`config.mk`:
```
export PLATFORM = sky130hd
export DESIGN_NAME = pipeline_hazard_ctrl
export DESIGN_NICKNAME = d
export VERILOG_FILES = /design/src/rtl/pipeline_ctrl_pkg.sv /design/src/rtl/load_use_detect.sv /design/src/rtl/pipeline_hazard_ctrl.sv
export SDC_FILE = /design/constraint.sdc
export NUM_CORES = 1
export LEC_CHECK = 0
export BUFFER_PORTS_ARGS = -buffer_cell sky130_fd_sc_hd__clkbuf_2
export CAP_MARGIN = 20
export CORE_MARGIN = 2
export CORE_UTILIZATION = 47
export DETAILED_ROUTE_END_ITERATION = 8
export PLACE_DENSITY = 0.82
export SLEW_MARGIN = 15
export SYNTH_ARGS = -nofsm -noshare
export SYNTH_HDL_FRONTEND = slang
export SYNTH_SLANG_ARGS = --single-unit
```
`constraint.sdc`:
```
create_clock -name clk_i -period 3.2 [get_ports clk_i]
set_clock_uncertainty 0.2 [all_clocks]
set_input_delay 0 -clock clk_i [delete_from_list [all_inputs] [get_ports clk_i]]
set_output_delay 0 -clock clk_i [all_outputs]
set_load 0.01 [all_outputs]
```
`src/rtl/pipeline_ctrl_pkg.sv`:
```
// Shared types for the pipeline stall/flush controller and its helpers.
package pipeline_ctrl_pkg;

  localparam int REG_W_DEF = 5;

  typedef enum logic [1:0] {
    RUN      = 2'd0,
    MEM_WAIT = 2'd1,
    HALT     = 2'd2
  } state_t;

endpackage

```
`src/rtl/load_use_detect.sv`:
```
// Combinational load-use detector: the ID instruction needs a value the EX load
// has not produced yet. Register 0 never creates a dependency.
module load_use_detect
  import pipeline_ctrl_pkg::*;
#(
  parameter int REG_W = REG_W_DEF
) (
  input  logic             ex_memread_i,
  input  logic [REG_W-1:0] ex_rt_i,
  input  logic [REG_W-1:0] id_rs_i,
  input  logic [REG_W-1:0] id_rt_i,
  input  logic             id_uses_rt_i,
  output logic             lu_o
);

  assign lu_o = ex_memread_i && (ex_rt_i != '0) &&
                ((ex_rt_i == id_rs_i) || (id_uses_rt_i && (ex_rt_i == id_rt_i)));

endmodule

```
`src/rtl/pipeline_hazard_ctrl.sv`:
```
// Stall/flush controller for the 5-stage pipeline: load-use stalls, ID branch
// flushes, data-memory freezes with timeout, and saturating perf counters.
module pipeline_hazard_ctrl
  import pipeline_ctrl_pkg::*;
#(
  parameter int REG_W       = REG_W_DEF,
  parameter int CNT_W       = 32,
  parameter int MEM_TIMEOUT = 64
) (
  input  logic             clk_i,
  input  logic             rst_i,
  input  logic [REG_W-1:0] id_rs_i,
  input  logic [REG_W-1:0] id_rt_i,
  input  logic             id_uses_rt_i,
  input  logic             ex_memread_i,
  input  logic [REG_W-1:0] ex_rt_i,
  input  logic             branch_taken_i,
  input  logic             dmem_busy_i,
  output logic             pc_write_o,
  output logic             hazard_IF_ID_o,
  output logic             flush_IF_ID_o,
  output logic             bubble_ID_EX_o,
  output logic             stall_ID_EX_o,
  output logic             stall_EX_MEM_o,
  output logic             bubble_MEM_WB_o,
  output logic [CNT_W-1:0] stall_cnt_o,
  output logic [CNT_W-1:0] flush_cnt_o,
  output logic             mem_err_o,
  output logic [1:0]       dbg_state
);

  localparam int WAIT_W = $clog2(MEM_TIMEOUT + 1);
  localparam logic [WAIT_W-1:0] TIMEOUT_V = WAIT_W'(MEM_TIMEOUT);

  state_t            state, next_state;
  logic [WAIT_W-1:0] wait_cnt, wait_cnt_next;
  logic              err_set;
  logic              lu;

  load_use_detect #(.REG_W(REG_W)) u_lu (
    .ex_memread_i (ex_memread_i),
    .ex_rt_i      (ex_rt_i),
    .id_rs_i      (id_rs_i),
    .id_rt_i      (id_rt_i),
    .id_uses_rt_i (id_uses_rt_i),
    .lu_o         (lu)
  );

  assign dbg_state = state;

  always_comb begin
    next_state      = state;
    wait_cnt_next   = wait_cnt;
    err_set         = 1'b0;
    pc_write_o      = 1'b1;
    hazard_IF_ID_o  = 1'b0;
    flush_IF_ID_o   = 1'b0;
    bubble_ID_EX_o  = 1'b0;
    stall_ID_EX_o   = 1'b0;
    stall_EX_MEM_o  = 1'b0;
    bubble_MEM_WB_o = 1'b0;

    if (rst_i) begin
      pc_write_o      = 1'b0;
      flush_IF_ID_o   = 1'b1;
      bubble_ID_EX_o  = 1'b1;
      bubble_MEM_WB_o = 1'b1;
      next_state      = RUN;
      wait_cnt_next   = '0;
    end else if (state == HALT || dmem_busy_i) begin
      // Freeze: the whole front of the pipe holds while MEM/WB writes nothing.
      pc_write_o      = 1'b0;
      hazard_IF_ID_o  = 1'b1;
      stall_ID_EX_o   = 1'b1;
      stall_EX_MEM_o  = 1'b1;
      bubble_MEM_WB_o = 1'b1;
      if (state == HALT) begin
        next_state = HALT;
      end else if (state == MEM_WAIT && wait_cnt >= TIMEOUT_V) begin
        next_state = HALT;
        err_set    = 1'b1;
      end else begin
        next_state    = MEM_WAIT;
        wait_cnt_next = wait_cnt + 1'b1;
      end
    end else begin
      next_state    = RUN;
      wait_cnt_next = '0;
      // A stall wins over a branch: the branch re-resolves once the load lands.
      if (lu) begin
        pc_write_o     = 1'b0;
        hazard_IF_ID_o = 1'b1;
        bubble_ID_EX_o = 1'b1;
      end else if (branch_taken_i) begin
        flush_IF_ID_o = 1'b1;
      end
    end
  end

  always_ff @(posedge clk_i) begin
    if (rst_i) begin
      state       <= RUN;
      wait_cnt    <= '0;
      stall_cnt_o <= '0;
      flush_cnt_o <= '0;
      mem_err_o   <= 1'b0;
    end else begin
      state    <= next_state;
      wait_cnt <= wait_cnt_next;
      if (err_set) mem_err_o <= 1'b1;
      if (!pc_write_o && stall_cnt_o != {CNT_W{1'b1}}) stall_cnt_o <= stall_cnt_o + 1'b1;
      if (flush_IF_ID_o && flush_cnt_o != {CNT_W{1'b1}}) flush_cnt_o <= flush_cnt_o + 1'b1;
    end
  end

endmodule

```
==> results of run 1 <==
worst paths after layout:
path,cells past startpoint,end
setup / recovery,8,stall_cnt_o[23]$_SDFFE_PP0P_
hold / removal,5,flush_cnt_o[22]$_SDFFE_PP0P_
setup reg to reg,8,stall_cnt_o[23]$_SDFFE_PP0P_
hold reg to reg,2,mem_err_o$_SDFFE_PP0P_
synthesized netlist by cell type (4+ instances only):
master,count,area [um2]
nor2b_1,11,68.8
xor2_1,6,52.6
mux2_2,4,45.0
inv_1,8,30.0
buf_2,7,35.0
nor2_1,32,120
dfxtp_1,74,1480
o21ai_1,7,35.0
nand3_1,30,150
or4_1,26,195
clkbuf_1,14,52.6
and2_1,6,37.5
or3_1,20,125
nand2_1,33,124
o31ai_1,24,180
nor3_1,11,55.1
and4_1,10,87.6
and3_1,8,50.1
mux2_1,5,56.3
nor4_1,4,25.0
a21oi_1,48,240
o21ai_0,18,90.1
xnor2_1,13,114
nand4_1,17,106
layer usage:
metal | GRT usage [%] | wire, um
met2 | 35.3 | 4620
met4 | 10.6 | 257
met3 | 4.43 | 576
met5 | 0 | 0
met1 | 27.5 | 4240
cells by family (layout without fill, tap and decap cells):
group / after synthesis / count (layout) / share of synthesized area, %
adders and majority gates: 3 / 3 / 0.964
AOI/OAI and AO/OA: 112 / 112 / 17.4
DFF: 74 / 74 / 38.0
xor gates and xnor gates: 19 / 19 / 4.27
and+or+nand+nor: 219 / 219 / 31.7
buffers and inverters: 34 / 130 / 4.18
muxes: 12 / 12 / 3.37
stage by stage:
| stage | std cells | setup slack [ns] | hold WS, ns |
|---|---|---|---|
| 4_1_cts | 674 | 0.436 | 0.0138 |
| 2_1_floorplan | 473 | 0.652 | -0.0593 |
| 6_report | 674 | 0.411 | 0.0200 |
| 3_3_place_gp | 655 | 0.591 | 0.0782 |
| 3_5_place_dp | 655 | 0.463 | 0.0936 |
| 5_1_grt | 674 | 0.217 | 0.0792 |
worst max-delay path, cell delays in order (launching register included):
cell and delay [ns]:
dfxtp_1 0.37, ha_1 0.25, inv_1 0.10, nor3_2 0.05, buf_4 0.16, and4_4 0.25
a2111o_1 0.57, or4_1 0.57, a21oi_1 0.18
cell type report:
| class | count | area, um2 | area share [%] |
|---|---|---|---|
| clock buffer | 10 | 138 | 2.93 |
| clock inverter | 6 | 87.6 | 1.87 |
| inverter | 8 | 30.0 | 0.640 |
| multi-input combinational | 365 | 2250 | 48.1 |
| sequential | 74 | 1480 | 31.6 |
| tap | 105 | 131 | 2.80 |
| timing repair buffer | 106 | 568 | 12.1 |
report_power, final:
| part | switching [mW] | internal (mW) |
|---|---|---|
| Clock | 0.353 | 0.462 |
| Sequential | 0.0126 | 0.929 |
| Combinational | 0.0862 | 0.0538 |
| Total | 0.452 | 1.44 |
sequential cells by signal, indices dropped and copies added, names as in the netlist:
signal,flops
stall_cnt_o,32
flush_cnt_o,32
wait_cnt,7
dbg_state,2
mem_err_o,1
==> key figures, run 1 <==
Global route
  • Gr ovfl total: 0
  • Vias in the first global route: approximately 3500
  • Global router's overall resource usage: between 20% and 30%
  • Initial antenna violation count: 0
  • Largest net degree at the start of global routing: 64
  • First-pass GRT wire length: 15700 um

STA
  • RSZ-0062 raised after global routing: no
  • Measured slew at the worst slew-check pin: roughly 0.81 ns
  • FMAX: roughly 0.36 GHz
  • Fin crit share: between 80% and 90%
  • Total negative slack: 0 ns
  • Max-slew headroom: between 40% and 50%
  • Max-slew violations: 0
  • Hold Violations, Final: 0
  • Setup violators final: 0
  • Minimum clock period: about 2.8 ns

Synth
  • Flops & latches, synth: 74
  • Mapped Cells: around 470
  • Number of synthesized flops with an enable pin: 0
  • Post-Syn Area per Cell: slightly above 8 um2
  • Cell variety after synth: between 40 and 50
  • Mapped Nets: slightly below 500
  • Synth warn: 0
  • Sequential element share of the synthesized area: between 30% and 40%
  • Top FF cell, synth: dfxtp_1
  • Mapped Area: slightly below 0.004 mm2
  • Ys async rst share: 0%

Routing
  • Wire length per cell: roughly 14 um
  • First-pass detailed-route iteration total: 5
  • Final WL: slightly below 10000 um
  • Drt initial violations: roughly 280
  • Avg Vias per Cell: a little under 6
  • DRT antenna net count: 0
  • Via count: ~4000
  • DRC: 0

Setup path
  • Startpoint Class: flop
  • Worst path required time: approximately 3.3 ns
  • Crit-path max FO: 26
  • CP Class: reg -> reg
  • Worst r2r src: stall_cnt_o[0]$_SDFFE_PP0P_
  • Crit. End Element: flop
  • Crit. Startpoint: stall_cnt_o[0]$_SDFFE_PP0P_
  • R2r setup slk: roughly 0.4 ns
  • Worst EP arrival: roughly 2.9 ns

Clock network
  • Max Buffers Root-to-Sink: 2
  • CTS H-tree lvls: 3
  • CTS tree: yes
  • Post-cts gate resize count: 0
  • Clock latency on the worst-skew pair: ~0.35 ns
  • Post-CTS setup buffers: 0
  • CTS Hold Bufs: 3
  • CTS Buf Count: 9
  • CTS root buffer: clkbuf_8
  • CTS Sinks: 74
  • Worst-path clk slew: about 0.08 ns

Layout
  • Share of layout cells above drive strength 1: 23.4%
  • Post-layout util: between 50 and 60%
  • Most common cell after layout, fill and taps aside: clkbuf_2
  • Post-layout instance area: approximately 0.0047 mm2
  • # fillers: 740
  • # diodes: 0
  • Area growth, synth to finish: 20.4%
  • Commonest cells after routing, fill and taps aside: 94 x clkbuf_2, 74 x dfxtp_1, 48 x a21oi_1
  • Layout net count: a little under 600

Pwr
  • Max VDD drop: 200 uV
  • Pleak: about 1.8 nW
  • Pwr Density: approximately 400 mW/mm2
  • Final Power: about 1.9 mW

Worst hold path
  • Min-delay src: branch_taken_i
  • Hold Crit Class: in -> reg

Outcome
  • Status: finished, final reports clean

Floorplanning
  • IO Pins: between 90 and 100
  • Die area: 0.00903 mm2
  • Std-Cell Rows: 33
  • Die boundary width: 95.0 um
  • CORE AREA: 0.00813 mm2
  • Die H: 95.0 um
  • Initial core utilization: a little under half

Placed design
  • Post-place instance area: approximately 0.0044 mm2
  • GPL Wtd Cong: just under 0.9
  • Hpwl dp: slightly below 7000 um
  • Port-buffer cells: 94

Flow run
  • Max-cap violations: 0
(Power assumes the default switching activity.)
==> run 2, diff against run 1 <==
CORE_UTILIZATION = 54   (was 47)
GPL_TIMING_DRIVEN = 0   (was default)
PLACE_DENSITY = 0.91   (was 0.82)
==> run 2 against run 1 <==
  * Combinational power rose by 9%
  * Power fell by 5.5%
  * Hold slack improved by 0.053 ns
  * Cell area rose by 0.11%
  * Critical path depth rose by 1
  * Die area fell by 12%
  * Critical path type unchanged
  * Largest power group unchanged
==> key figures, run 2 (same netlist as run 1, synthesis figures left out) <==
Clock network
  • CTS H-tree lvls: 3 (unchanged)
  • Post-CTS setup buffers: 0 (unchanged)
  • CTS Sinks: 74 (unchanged)
  • CTS Buf Count: 9 (unchanged)
  • Clock latency on the worst-skew pair: 0.35 ns (about the same)
  • CTS tree: yes (unchanged)
  • CTS root buffer: clkbuf_8 (unchanged)
  • Max Buffers Root-to-Sink: 2 (unchanged)
  • Worst-path clk slew: 0.07 ns (was 0.08 ns)

Floorplanning
  • Std-Cell Rows: 30 (was 33)
  • Die area: 0.00791 mm2 (was 0.00903 mm2)
  • CORE AREA: 0.00687 mm2 (was 0.00813 mm2)
  • Initial core utilization: 56.7% (was 47.9%)
  • Die boundary width: 88.9 um (was 95.0 um)
  • IO Pins: 95 (unchanged)
  • Die H: 88.9 um (was 95.0 um)

Global route
  • Gr ovfl total: 0 (unchanged)
  • Largest net degree at the start of global routing: 13 (was 64)
  • First-pass GRT wire length: 16800 um (was 15700 um)
  • Initial antenna violation count: 0 (unchanged)
  • Vias in the first global route: 3728 (was 3514)
  • Global router's overall resource usage: 26.8% (was 21.7%)

Setup path
  • CP Class: reg -> reg (unchanged)
  • Worst r2r src: flush_cnt_o[1]$_SDFFE_PP0P_ (was stall_cnt_o[0]$_SDFFE_PP0P_)
  • Crit-path max FO: 10 (was 26)
  • Worst path required time: 3.21 ns (was 3.27 ns)
  • Crit. End Element: flop (unchanged)
  • Crit. Startpoint: flush_cnt_o[1]$_SDFFE_PP0P_ (was stall_cnt_o[0]$_SDFFE_PP0P_)
  • Worst EP arrival: 2.97 ns (was 2.86 ns)
  • R2r setup slk: 0.24 ns (was 0.41 ns)
  • FF-to-FF End: flush_cnt_o[1]$_SDFFE_PP0P_ (was stall_cnt_o[23]$_SDFFE_PP0P_)
  • R2R depth: 9 (was 8)
  • Startpoint Class: flop (unchanged)
  • CP Capture Point: flush_cnt_o[1]$_SDFFE_PP0P_ (was stall_cnt_o[23]$_SDFFE_PP0P_)

Layout
  • # diodes: 0 (unchanged)
  • Share of layout cells above drive strength 1: 22.6% (was 23.4%)
  • # fillers: 558 (was 740)
  • Post-layout instance area: 0.00470 mm2 (was 0.00469 mm2)
  • Commonest cells after routing, fill and taps aside: 94 x clkbuf_2, 74 x dfxtp_1, 48 x a21oi_1 (unchanged)
  • Area growth, synth to finish: 20.6% (was 20.4%)
  • Largest registers: flush_cnt_o (32), stall_cnt_o (32), wait_cnt (7) (unchanged)
  • Layout net count: 604 (was 588)
  • Most common cell after layout, fill and taps aside: clkbuf_2 (unchanged)

Pwr
  • Pwr Density: 381 mW/mm2 (was 404 mW/mm2)
  • Pleak: 1.79 nW (about the same)
  • Max VDD drop: 298 uV (was 200 uV)

Placed design
  • Post-place instance area: 0.00449 mm2 (was 0.00444 mm2)
  • GPL Wtd Cong: 0.846 (was 0.865)
  • Port-buffer cells: 94 (unchanged)
  • Hpwl dp: 7800 um (was 6880 um)

Routing
  • First-pass detailed-route iteration total: 5 (unchanged)
  • DRT antenna net count: 0 (unchanged)
  • Drt initial violations: 357 (was 284)
  • Final WL: 10700 um (was 9700 um)
  • Via count: 4215 (was 3950)
  • DRC: 0 (unchanged)
  • Wire length per cell: 15.7 um (was 14.4 um)
  • Avg Vias per Cell: 6.20 (was 5.86)

STA
  • Hold Violations, Final: 0 (unchanged)
  • RSZ-0062 raised after global routing: no (unchanged)
  • Total negative slack: 0 ns (unchanged)
  • Minimum clock period: 2.96 ns (was 2.79 ns)
  • Fin crit share: 92.5% (was 87.2%)
  • Max-slew violations: 0 (unchanged)
  • Max-slew headroom: 55.2% (was 46.2%)
  • Measured slew at the worst slew-check pin: 0.667 ns (was 0.807 ns)
  • FMAX: 0.338 GHz (was 0.359 GHz)
  • Setup violators final: 0 (unchanged)

Flow run
  • Max-cap violations: 0 (unchanged)

Worst hold path
  • Min-delay src: branch_taken_i (unchanged)
  • Hold Crit Class: in -> reg (unchanged)

Outcome
  • Status: finished, final reports clean (unchanged)
==> run 2: final cells by class <==
class	instances	area (um2)	area share, %
multi-input combinational	365	2250	47.9
sequential	74	1480	31.5
timing repair buffer	97	500	10.7
buffer	25	129	2.74
clock buffer	10	128	2.72
tap	96	120	2.56
clock inverter	5	56.3	1.20
inverter	8	30.0	0.639
==> run 2: worst min path at each step <==
| stage | to | slack (ns) | depth (start not counted) |
|---|---|---|---|
| after floorplan | mem_err_o$_SDFFE_PP0P_ | -0.06 | 2 |
| after global placement | mem_err_o$_SDFFE_PP0P_ | 0.11 | 3 |
| after detailed placement | mem_err_o$_SDFFE_PP0P_ | 0.10 | 3 |
| after CTS | flush_cnt_o[22]$_SDFFE_PP0P_ | 0.06 | 5 |
| after global routing | flush_cnt_o[22]$_SDFFE_PP0P_ | 0.12 | 5 |
| final | flush_cnt_o[22]$_SDFFE_PP0P_ | 0.07 | 5 |
==> run 2: critical path: stages, from the launching register on <==
cell,delay [ns]
dfxtp_1,0.45
ha_1,0.26
and4_1,0.35
nand4_1,0.18
o32a_1,0.36
o21ai_1,0.19
buf_2,0.28
buf_2,0.27
mux2i_1,0.24
nor2_1,0.05
==> run 2: where the power goes <==
group	total (mW)	internal, mW	switching, mW
Sequential	0.943	0.929	0.0136
Combinational	0.152	0.0555	0.0964
Clock	0.697	0.355	0.342
Total	1.79	1.34	0.452
==> run 2: stage by stage <==
stage | hold WS, ns | total power, mW | worst slack, ns | util (%) | cells
after floorplan | -0.0593 | 1.05 | 0.652 | - | 473
after global placement | 0.110 | 1.10 | 0.245 | 65.3 | 663
after detailed placement | 0.101 | 1.11 | 0.229 | 65.3 | 663
after CTS | 0.0587 | 1.79 | 0.152 | 68.4 | 681
after global routing | 0.119 | 1.85 | 0.0522 | 68.4 | 680
final | 0.0734 | 1.79 | 0.241 | 68.4 | 680
==> run 2: metal layers <==
layer	global-route usage, %	up-vias	wire length [um]
met5	0	-	0
met4	11.7	0	231
met3	4.71	31	776
met2	43.1	202	5080
met1	35.5	1995	4610
li1	-	1987	-
==> run 2: timing repair <==
| action | in CTS | in global routing |
|---|---|---|
| endpoints found under the setup margin | 0 | 1 |
| hold endpoints to repair | 2 | 0 |
| hold buffers | 3 | 0 |
| gates resized for setup | 0 | 0 |
